`config.mk`:
```
export PLATFORM = sky130hd
export DESIGN_NAME = sudoku_top
export DESIGN_NICKNAME = d
export VERILOG_FILES = /design/src/rtl/sudoku_pkg.sv /design/src/rtl/sudoku_lfsr.sv /design/src/rtl/sudoku_top.sv
export SDC_FILE = /design/constraint.sdc
export NUM_CORES = 1
export LEC_CHECK = 0
export BUFFER_PORTS_ARGS = -buffer_cell sky130_fd_sc_hd__buf_2
export CAP_MARGIN = 20
export CORE_MARGIN = 5
export CORE_UTILIZATION = 57
export DETAILED_ROUTE_END_ITERATION = 10
export GPL_ROUTABILITY_DRIVEN = 0
export PLACE_DENSITY_LB_ADDON = 0.08
export RECOVER_POWER = 50
export SLEW_MARGIN = 10
export SYNTH_ARGS = -nofsm -noshare
export SYNTH_HDL_FRONTEND = slang
export SYNTH_HIERARCHICAL = 1
export SYNTH_SLANG_ARGS = --single-unit
```
`constraint.sdc`:
```
create_clock -name in_clka -period 3.5 [get_ports in_clka]
set_input_delay 0.35 -clock in_clka [delete_from_list [all_inputs] [get_ports in_clka]]
set_output_delay 0.35 -clock in_clka [all_outputs]
set_load 0.005 [all_outputs]
```
`src/rtl/sudoku_pkg.sv`:
```
// sudoku_pkg: shared types, constants and board-building helpers for the 4x4 Sudoku engine
// Contents: state enum, cell/board types, base grid, difficulty masks, LFSR seed/taps,
// build_board (solution from random nibbles) and rotl16 (mask rotation).
package sudoku_pkg;

  typedef enum logic [3:0] {
    GEN_RAND  = 4'd0,
    SET_BOARD = 4'd1,
    SET_DIFF  = 4'd2,
    ROW       = 4'd3,
    COL       = 4'd4,
    VAL       = 4'd5,
    CHECK     = 4'd6,
    SOLVED    = 4'd7
  } state_e;

  typedef logic [2:0] cell_t;
  typedef logic [15:0][2:0] board_t;

  localparam logic [11:0] LFSR_SEED = 12'hACE;
  localparam logic [11:0] LFSR_TAPS = 12'hE08;

  localparam cell_t BASE_GRID [16] = '{
    3'd1, 3'd2, 3'd3, 3'd4,
    3'd3, 3'd4, 3'd1, 3'd2,
    3'd2, 3'd1, 3'd4, 3'd3,
    3'd4, 3'd3, 3'd2, 3'd1
  };

  localparam logic [15:0] BASE_MASK [4] = '{16'h7BDE, 16'h5BDA, 16'h5A5A, 16'h4A52};

  // Each output cell walks the transforms backwards (transpose, band swap,
  // column swap, row swap) to find its source cell, then relabels the value.
  function automatic board_t build_board(input logic [3:0] s, input logic [3:0] b);
    board_t g;
    logic [1:0] r, c, v;
    for (int i = 0; i < 16; i++) begin
      r = s[3] ? i[1:0] : i[3:2];
      c = s[3] ? i[3:2] : i[1:0];
      r = r ^ {b[1], 1'b0};
      c = (b[0] && !c[1]) ? c ^ 2'd1 : c;
      r = (s[2] && !r[1]) ? r ^ 2'd1 : r;
      v = BASE_GRID[{r, c}][1:0] - 2'd1 + s[1:0];
      g[i] = {1'b0, v} + 3'd1;
    end
    return g;
  endfunction

  function automatic logic [15:0] rotl16(input logic [15:0] m, input logic [3:0] a);
    logic [15:0] r;
    for (int i = 0; i < 16; i++) r[i] = m[4'(i) - a];
    return r;
  endfunction

endpackage

```
`src/rtl/sudoku_lfsr.sv`:
```
// sudoku_lfsr: 12-bit Fibonacci LFSR, free-running, seeded on synchronous reset
// Ports: clk_i clock, rst_i sync active-high reset, setup_o/a_o/b_o live bits [3:0]/[7:4]/[11:8].
module sudoku_lfsr
  import sudoku_pkg::*;
(
  input  logic       clk_i,
  input  logic       rst_i,
  output logic [3:0] setup_o,
  output logic [3:0] a_o,
  output logic [3:0] b_o
);
  logic [11:0] lfsr_q;
  always_ff @(posedge clk_i) begin
    if (rst_i) lfsr_q <= LFSR_SEED;
    else lfsr_q <= {lfsr_q[10:0], ^(lfsr_q & LFSR_TAPS)};
  end
  assign setup_o = lfsr_q[3:0];
  assign a_o = lfsr_q[7:4];
  assign b_o = lfsr_q[11:8];
endmodule

```
`src/rtl/sudoku_top.sv`:
```
// sudoku_top: 4x4 Sudoku game engine (random solution, difficulty mask, entry FSM, solve check)
// Ports: in_clka clock, in_restart sync reset, in_new_game, in_enter, in_diff_cell_val;
// in_rand_* live LFSR nibbles (outputs), out_state + one-hot state flags, out_fill_flag,
// out_user_board_N / out_real_board_N per cell (i = row*4+col), out_solved.
module sudoku_top
  import sudoku_pkg::*;
(
  input  logic        in_clka,
  input  logic        in_restart,
  input  logic        in_new_game,
  input  logic        in_enter,
  input  logic [1:0]  in_diff_cell_val,
  output logic [3:0]  in_rand_setup,
  output logic [3:0]  in_rand_A,
  output logic [3:0]  in_rand_B,
  output logic [3:0]  out_state,
  output logic        out_gen_rand_flag,
  output logic        out_set_board_flag,
  output logic        out_set_diff_flag,
  output logic        out_row_flag,
  output logic        out_col_flag,
  output logic        out_val_flag,
  output logic        out_check_flag,
  output logic [15:0] out_fill_flag,
  output logic [2:0]  out_user_board_0,  output logic [2:0] out_user_board_1,
  output logic [2:0]  out_user_board_2,  output logic [2:0] out_user_board_3,
  output logic [2:0]  out_user_board_4,  output logic [2:0] out_user_board_5,
  output logic [2:0]  out_user_board_6,  output logic [2:0] out_user_board_7,
  output logic [2:0]  out_user_board_8,  output logic [2:0] out_user_board_9,
  output logic [2:0]  out_user_board_10, output logic [2:0] out_user_board_11,
  output logic [2:0]  out_user_board_12, output logic [2:0] out_user_board_13,
  output logic [2:0]  out_user_board_14, output logic [2:0] out_user_board_15,
  output logic [2:0]  out_real_board_0,  output logic [2:0] out_real_board_1,
  output logic [2:0]  out_real_board_2,  output logic [2:0] out_real_board_3,
  output logic [2:0]  out_real_board_4,  output logic [2:0] out_real_board_5,
  output logic [2:0]  out_real_board_6,  output logic [2:0] out_real_board_7,
  output logic [2:0]  out_real_board_8,  output logic [2:0] out_real_board_9,
  output logic [2:0]  out_real_board_10, output logic [2:0] out_real_board_11,
  output logic [2:0]  out_real_board_12, output logic [2:0] out_real_board_13,
  output logic [2:0]  out_real_board_14, output logic [2:0] out_real_board_15,
  output logic        out_solved
);
  state_e state_q, state_d;
  logic [3:0] setup_q, setup_d, a_q, a_d, b_q, b_d;
  logic [1:0] row_q, row_d, col_q, col_d;
  logic [15:0] fill_q, fill_d, mask;
  board_t real_q, real_d, user_q, user_d;

  sudoku_lfsr u_lfsr (
    .clk_i   (in_clka),
    .rst_i   (in_restart),
    .setup_o (in_rand_setup),
    .a_o     (in_rand_A),
    .b_o     (in_rand_B)
  );

  assign mask = rotl16(BASE_MASK[in_diff_cell_val], a_q);

  always_comb begin
    state_d = state_q;
    setup_d = setup_q;
    a_d = a_q;
    b_d = b_q;
    row_d = row_q;
    col_d = col_q;
    fill_d = fill_q;
    real_d = real_q;
    user_d = user_q;
    if (in_new_game) state_d = GEN_RAND;
    else begin
      case (state_q)
        GEN_RAND: begin
          setup_d = in_rand_setup;
          a_d = in_rand_A;
          b_d = in_rand_B;
          state_d = SET_BOARD;
        end
        SET_BOARD: begin
          real_d = build_board(setup_q, b_q);
          user_d = '0;
          fill_d = '0;
          state_d = SET_DIFF;
        end
        SET_DIFF: if (in_enter) begin
          fill_d = mask;
          for (int i = 0; i < 16; i++) user_d[i] = mask[i] ? real_q[i] : 3'd0;
          state_d = ROW;
        end
        ROW: if (in_enter) begin
          row_d = in_diff_cell_val;
          state_d = COL;
        end
        COL: if (in_enter) begin
          col_d = in_diff_cell_val;
          state_d = VAL;
        end
        VAL: if (in_enter) begin
          if (!fill_q[{row_q, col_q}]) user_d[{row_q, col_q}] = {1'b0, in_diff_cell_val} + 3'd1;
          state_d = CHECK;
        end
        CHECK: state_d = (user_q == real_q) ? SOLVED : ROW;
        SOLVED: state_d = SOLVED;
        default: state_d = GEN_RAND;
      endcase
    end
  end

  always_ff @(posedge in_clka) begin
    if (in_restart) begin
      state_q <= GEN_RAND;
      setup_q <= '0;
      a_q <= '0;
      b_q <= '0;
      row_q <= '0;
      col_q <= '0;
      fill_q <= '0;
      real_q <= '0;
      user_q <= '0;
    end else begin
      state_q <= state_d;
      setup_q <= setup_d;
      a_q <= a_d;
      b_q <= b_d;
      row_q <= row_d;
      col_q <= col_d;
      fill_q <= fill_d;
      real_q <= real_d;
      user_q <= user_d;
    end
  end

  assign out_state = state_q;
  assign out_gen_rand_flag = state_q == GEN_RAND;
  assign out_set_board_flag = state_q == SET_BOARD;
  assign out_set_diff_flag = state_q == SET_DIFF;
  assign out_row_flag = state_q == ROW;
  assign out_col_flag = state_q == COL;
  assign out_val_flag = state_q == VAL;
  assign out_check_flag = state_q == CHECK;
  assign out_solved = state_q == SOLVED;
  assign out_fill_flag = fill_q;

  assign out_user_board_0 = user_q[0];   assign out_real_board_0 = real_q[0];
  assign out_user_board_1 = user_q[1];   assign out_real_board_1 = real_q[1];
  assign out_user_board_2 = user_q[2];   assign out_real_board_2 = real_q[2];
  assign out_user_board_3 = user_q[3];   assign out_real_board_3 = real_q[3];
  assign out_user_board_4 = user_q[4];   assign out_real_board_4 = real_q[4];
  assign out_user_board_5 = user_q[5];   assign out_real_board_5 = real_q[5];
  assign out_user_board_6 = user_q[6];   assign out_real_board_6 = real_q[6];
  assign out_user_board_7 = user_q[7];   assign out_real_board_7 = real_q[7];
  assign out_user_board_8 = user_q[8];   assign out_real_board_8 = real_q[8];
  assign out_user_board_9 = user_q[9];   assign out_real_board_9 = real_q[9];
  assign out_user_board_10 = user_q[10]; assign out_real_board_10 = real_q[10];
  assign out_user_board_11 = user_q[11]; assign out_real_board_11 = real_q[11];
  assign out_user_board_12 = user_q[12]; assign out_real_board_12 = real_q[12];
  assign out_user_board_13 = user_q[13]; assign out_real_board_13 = real_q[13];
  assign out_user_board_14 = user_q[14]; assign out_real_board_14 = real_q[14];
  assign out_user_board_15 = user_q[15]; assign out_real_board_15 = real_q[15];
endmodule

```
# --- Word level (Yosys, flattened, before mapping) ---
# Memories as Yosys holds them, arrays and structs flattened.
# Index checks and enable logic that the tools add are counted.
totals:
  rom_bits: 768
  mem_bits_rw: 0
  ff_bits: 142
  memories: 16
  inputBits: 6
  latch_bits: 0
  output_inout_bits: 136
  elab_cells: 434
op_classes:
  bitwise_logic: 57
  add_sub_neg: 65
  n_reduce_logical: 66
  n_mux: 142
  n_div: 0
  eq_ne: 13
  multipliers: 0
  shift: 0
  order_cmp: 35
mem_list:
  columns: ["name", "depth", "width", "read_ports", "rd_clocked_by_memory_dff", "wr", "line_no", "text"]
  rows:
  - ["(name not given)", 16, 3, 1, 0, 0, "sudoku_pkg.sv:43", "v = BASE_GRID[{r, c}][1:0] - 2'd1 + s[1:0];"]
  - ["(name not given)", 16, 3, 1, 0, 0, "sudoku_pkg.sv:43", null]
  - ["(name not given)", 16, 3, 1, 0, 0, "sudoku_pkg.sv:43", null]
  - ["(name not given)", 16, 3, 1, 0, 0, "sudoku_pkg.sv:43", null]
  - ["(name not given)", 16, 3, 1, 0, 0, "sudoku_pkg.sv:43", null]
  - ["(name not given)", 16, 3, 1, 0, 0, "sudoku_pkg.sv:43", null]
  - ["+10 memories", null, null, null, null, null, null, null]
ops:
  columns: ["cell", "count"]
  rows:
  - ["2-to-1 mux 48 bit", 3]
  - ["case mux 48 bit (3 select lines)", 1]
  - ["less-than comparator 4 x 5 -> 1 bit (second input constant)", 17]
  - ["greater-or-equal comparator 5 bit (second input constant)", 16]
  - ["2-to-1 mux 2 bit", 40]
  - ["NOT 4 -> 5 bit", 16]
  - ["binary-select mux 1 bit (select 4 bit)", 17]
  - ["2-to-1 mux 3 bit", 18]
  - ["adder 2 x 1 -> 3 bit (second input constant)", 17]
  - ["2-to-1 mux 1 bit", 51]
  - ["bitwise mux 48 bit", 1]
  - ["equality test 48 bit", 1]
  - ["2-to-1 mux 16 bit", 3]
  - ["adder 2 bit", 16]
  - ["binary-select mux 16 bit (select 2 bit)", 1]
  - ["case mux 16 bit (2 select lines)", 1]
  - ["case mux 4 bit (8 select lines)", 1]
  - ["subtractor 2 x 1 -> 2 bit (second input constant)", 16]
  - ["subtractor 4 bit (first input constant)", 8]
  - ["logical AND 1 bit", 28]
  - ["NOT 1 bit", 27]
  - ["logical NOT 1 bit", 22]
  - ["XOR 2 bit", 10]
  - ["equality test 4 x 3 -> 1 bit (second input constant)", 4]
  - ["23 further kinds", 43]

# --- Depth between registers and ports, before layout ---
logic_depth:
  word_depth: 12
  mapped_depth: 11
  ltp_nobuf: 9

# --- By module ---
# The synthesis kept the hierarchy.
modules_own_cells:
  columns: ["module", "area_each_um2", "seq_area_each_um2", "instances", "cells_each"]
  rows:
  - ["sudoku_top", 8261.7, 2582.5, 1, 979]
  - ["sudoku_lfsr", 346.6, 240.2, 1, 28]

# --- Worst setup path before layout ---
# OpenSTA, ideal clock, no wires.
synth_path:
  path_type: "reg-to-reg"
  startpoint: "reg a_q[1]"
  endpoint: "reg user_q (netlist bit out_user_board_6[2])"
  slack_ns: 1.047
  required_time_ns: 3.383
  stages_incl_launch_ff: 10
  n_path_buf: 2
  period_less_slack_ns: 2.453
  arrival_ns: 2.337
  setup_time_ns: 0.117
  cell_sequence: "dfxtp_1 -> clkbuf_1 -> inv_1 -> ha_1 -> clkbuf_1 -> nand2b_1 -> a311o_1 -> mux2i_1 -> o22ai_1 -> a22o_1"
synth_via:
  elab_chain_len: 6
synth_lines:
  columns: ["element", "line_no", "text"]
  rows:
  - ["from (decl)", "sudoku_top.sv:44", "logic [3:0] setup_q, setup_d, a_q, a_d, b_q, b_d;"]
  - ["from (signal assigned)", "sudoku_top.sv:112", "a_q <= '0;"]
  - ["from (signal assigned)", "sudoku_top.sv:122", "a_q <= a_d;"]
  - ["subtractor 3 x 4 -> 4 bit", "sudoku_pkg.sv:51", "for (int i = 0; i < 16; i++) r[i] = m[4'(i) - a];"]
  - ["binary-select mux 1 bit (select 4 bit)", "sudoku_pkg.sv:51", null]
  - ["2-to-1 mux 1 bit (not written as such)", "sudoku_pkg.sv:51", null]
  - ["2-to-1 mux 3 bit", "sudoku_top.sv:86", "for (int i = 0; i < 16; i++) user_d[i] = mask[i] ? real_q[i] : 3'd0;"]
  - ["2-to-1 mux 48 bit", "sudoku_top.sv:84", "SET_DIFF: if (in_enter) begin"]
  - ["case mux 48 bit (3 select lines)", "sudoku_top.sv:71", "case (state_q)"]
  - ["to (signal assigned)", "sudoku_top.sv:128", "user_q <= user_d;"]
  - ["to (decl)", "sudoku_top.sv:47", "board_t real_q, real_d, user_q, user_d;"]
# No other way between the ends. The select of a mux whose other input is x is not followed.
# A chain may end at the register's enable or synchronous reset.

# --- Worst setup path after layout ---
layout_path:
  startpoint: "reg col_q[1]"
  endpoint: "reg user_q (netlist bit out_user_board_13[0])"
layout_via:
  elab_chain_len: 8
  elab_cells_between_ends: 13
  classes_between: "2 x order compare; 1 x eq/ne; 8 x mux; 2 x reduce/logical"
layout_lines:
  columns: ["element", "line_no", "text"]
  rows:
  - ["from (decl)", "sudoku_top.sv:45", "logic [1:0] row_q, row_d, col_q, col_d;"]
  - ["from (signal assigned)", "sudoku_top.sv:125", "col_q <= col_d;"]
  - ["less-than comparator 4 x 5 -> 1 bit (not written as such) or greater-or-equal comparator 4 x 1 -> 1 bit (tied branches)", "sudoku_top.sv:98", "if (!fill_q[{row_q, col_q}]) user_d[{row_q, col_q}] = {1'b0, in_diff_cell_val} + 3'd1;"]
  - ["logical AND 1 bit (not written as such)", "sudoku_top.sv:98", null]
  - ["2-to-1 mux 3 bit (not written as such)", "sudoku_top.sv:98", null]
  - ["demux 3 bit (select 4 bit)", "sudoku_top.sv:98", null]
  - ["bitwise mux 48 bit", "sudoku_top.sv:98", null]
  - ["2-to-1 mux 48 bit", "sudoku_top.sv:98", null]
  - ["2-to-1 mux 48 bit", "sudoku_top.sv:97", "VAL: if (in_enter) begin"]
  - ["case mux 48 bit (3 select lines)", "sudoku_top.sv:71", null]
# Parallel ways exist; a longest one is shown, timed or not. The select of a mux whose other input is x is not followed.

==> metrics.md <==
| Metric | Value |
|---|---|
| Status | complete, but fails checks |
| Failing checks | max-capacitance violations, max-slew violations |
| Sequential area share after synthesis | 32.8% |
| Fillers | 1334 |
| Final Cycle Share | 86.3% |
| Via count | 7883 |
| Setup WS post-layout | 0.479 ns |
| Hpwl dp | 19900 um |
| All-Layer GR Usage | 30.5% |
| Antenna viol nets, final | 0 |
| Critical Path Sink Type | flip-flop |
| Clk_skew | 0.00833 ns |
| Synth async-reset ratio | 0% |
| Die area | 17700 um2 |
| Area grow syn2layout | 15.8% |
| CTS hold repair buffers | 0 |
| Mapped Nets | 1063 |
| Total CTS buffers | 17 |
| H-tree depth | 4 |
| # rows | 45 |
| Slew @ Worst Pin | 1.63 ns |
| Maximum vdd ir drop | 0.402 mV |
| Worst hold path cell count | 2 |
| Max-Cap Viols | 1 |
| Clock Sinks | 141 |
| Final hold vios | 0 |
| Placed cell area | 9340 um2 |
| Antenna diode count | 0 |
| Average wire per standard cell | 20.9 um |
| CP Data Arrival Time | 3.36 ns |
| Pin count of the biggest net entering global routing | 81 |
| First-pass GRT wire length | 42400 um |
| DRT Pass-1 Iters | 5 |
| Ys flop type | dfxtp_1 |
| Slowest cell on crit path | or3_2 |
| Vias in the first global route | 7274 |
| Highest clock rate | 331 MHz |
| Clock Tree Root | clkbuf_16 |
| Post-CTS sizing | 0 |
| Initial cell density of the core | 57.3% |
| Grt ovf | 0 |
| Final instance area | 9960 um2 |
| Slowest stage delay, CP | 0.85 ns |
| Required @ worst endpoint | 3.84 ns |
| Clk buf depth | 2 |
| Mapped Area | 8610 um2 |
| Setup TNS | 0 ns |
| Worst R2R Path Depth | 6 |
| Initial antenna violation count | 0 |
| # DRC | 0 |
| Final Max Tran Viols | 81 |
| Most common cell after layout, fill and taps aside | dfxtp_1 |
| HP Class | input pin to flip-flop |
| Worst skew pair latency | 0.43 ns |
| Post-layout nets | 1165 |
| Yosys cell types | 63 |
| CTS tree | yes |
| CP Max Fanout | 35 |
| Routed wire length | 27400 um |
| R2r setup slk | 0.48 ns |
| WS Path Type | flip-flop to flip-flop |
| Via/cell ratio | 6.02 |
| Number of I/O pins | 142 |
| Post-CTS Setup Bufs | 0 |
| Iteration-0 DRC Markers | 627 |
| Setup slack at placement | 0.559 ns |
| Slew HR | -8.67% |
| Clock-pin slew on the worst setup and hold paths | 0.06 ns |
| Most frequent cells in the layout | dfxtp_1, nand2_1, a21oi_1 |
| Cell leakage power | 0.00391 uW |
| Die Ht | 133 um |
| Worst path cell trace | mux4_1 -> mux2i_1 -> o2111a_2 -> a21oi_2 -> or3_2 -> o2bb2ai_1 |
| Ys Warns | 6 |
| Startpoint types | flip-flop |
| HP Start | in_new_game |
| Die width | 133 um |
| Synthesized instance count | 1007 |
| RSZ-0062 raised after global routing | no |
| WHS Endpoint | out_state[2]$_SDFFE_PP0P_ |
| Synth Register Bits | 141 |
| Port bufs | 140 |
| Share of cells above drive strength 1 | 15.9% |
| Core Area | 15000 um2 |
| Reg2reg end | out_user_board_13[0]$_SDFFE_PP0P_ |
| Post-layout min period | 3.02 ns |
| Post-Syn Area per Cell | 8.55 um2 |
| Critical R2R Launch | col_q[1]$_SDFFE_PP0P_ |
| EDFF count, synth | 0 |
| Final setup fails | 0 |
| Power Dens Cells | 495 nW/um2 |
[worst max-delay path, delay by kind of cell, from the launching register on]
family | cells | cell delay (ns)
AOI/OAI and AO/OA | 3 | 0.61
DFF | 1 | 0.66
muxes | 2 | 0.78
and+or+nand+nor | 1 | 0.85
[power breakdown]
group / switching, uW / internal (uW) / total (uW)
logic: 628 / 403 / 1030
registers: 99.5 / 1660 / 1760
clock network: 733 / 1410 / 2140
total: 1460 / 3480 / 4940
[routing by layer]
metal	up-vias	wire [um]	global-route usage (%)
met5	-	0	0
met4	0	920	10.8
met3	62	2160	7.03
met2	342	12300	46.6
met1	3743	12000	42.4
li1	3736	-	-
[sequential cells by signal, indices dropped and copies added, names as in the netlist, 4 cells and up]
signal         flops
setup_q            4
a_q                4
u_lfsr/lfsr_q     12
out_fill_flag     16
[area by class of cell]
cell class	count	area (um2)	area share, %
timing repair buffer	157	767	7.70
inverter	36	136	1.37
clock buffer	18	429	4.31
clock inverter	14	265	2.66
sequential	141	2820	28.3
multi-input combinational	756	5310	53.3
tap	188	235	2.36
[metrics by stage]
step | power (uW) | hold slack, ns | cells | utilization [%]
6_report | 4940 | 0.281 | 1310 | 66.3
5_1_grt | 5130 | 0.309 | 1310 | 66.3
4_1_cts | 4940 | 0.266 | 1310 | 66.8
3_5_place_dp | 2810 | 0.450 | 1278 | 62.2
3_3_place_gp | 2790 | 0.447 | 1278 | 62.2
2_1_floorplan | 2470 | 0.422 | 1007 | -
[synthesized netlist by cell type, types with 4 or more instances]
cell | instances | share of area, %
dfxtp_1 | 141 | 33
nand2_1 | 127 | 5.5
a21oi_1 | 89 | 5.2
nor2_1 | 89 | 3.9
xnor2_1 | 60 | 6.1
mux2i_1 | 59 | 6.9
clkbuf_1 | 53 | 2.3
ha_1 | 50 | 7.3
xor2_1 | 37 | 3.8
inv_1 | 33 | 1.4
a31oi_1 | 32 | 2.3
o2bb2ai_2 | 30 | 5.2
nor3_1 | 20 | 1.2
o21ai_0 | 17 | 0.99
a22o_1 | 13 | 1.3
o22ai_1 | 13 | 0.94
a22oi_1 | 12 | 1.0
nand2b_1 | 10 | 0.73
buf_2 | 9 | 0.52
nand4_1 | 8 | 0.58
nor2b_1 | 8 | 0.58
nor4_1 | 8 | 0.58
o2bb2ai_1 | 7 | 0.71
or2_1 | 7 | 0.51
a2bb2oi_1 | 6 | 0.61
buf_1 | 5 | 0.22
or3_1 | 5 | 0.36
a311oi_1 | 4 | 0.41
and3_1 | 4 | 0.29
[logic make-up after synthesis]
| kind of cell | count (synthesis) | synth area share, % |
|---|---|---|
| other cells | 1 | 0.0436 |
| fa+ha+maj | 50 | 7.27 |
| simple gates | 299 | 15.2 |
| compound gates | 245 | 21.0 |
| flops | 141 | 32.8 |
| mux | 64 | 7.99 |
| xor+xnor | 97 | 9.87 |
| buf+inv | 110 | 5.77 |
[worst max-delay path by stage]
stage / startpoint / end / slack (ns) / cells after the start
2_1_floorplan: a_q[1]$_SDFFE_PP0P_ / out_user_board_6[2]$_SDFFE_PP0P_ / 1.05 / 9
3_3_place_gp: col_q[1]$_SDFFE_PP0P_ / out_user_board_12[0]$_SDFFE_PP0P_ / 0.62 / 6
3_5_place_dp: col_q[1]$_SDFFE_PP0P_ / out_user_board_15[0]$_SDFFE_PP0P_ / 0.56 / 6
6_report: col_q[1]$_SDFFE_PP0P_ / out_user_board_13[0]$_SDFFE_PP0P_ / 0.48 / 6
4_1_cts: col_q[1]$_SDFFE_PP0P_ / out_user_board_13[0]$_SDFFE_PP0P_ / 0.53 / 6
5_1_grt: col_q[1]$_SDFFE_PP0P_ / out_user_board_13[0]$_SDFFE_PP0P_ / 0.36 / 6
No activity file was read; power rests on OpenSTA's default activity.
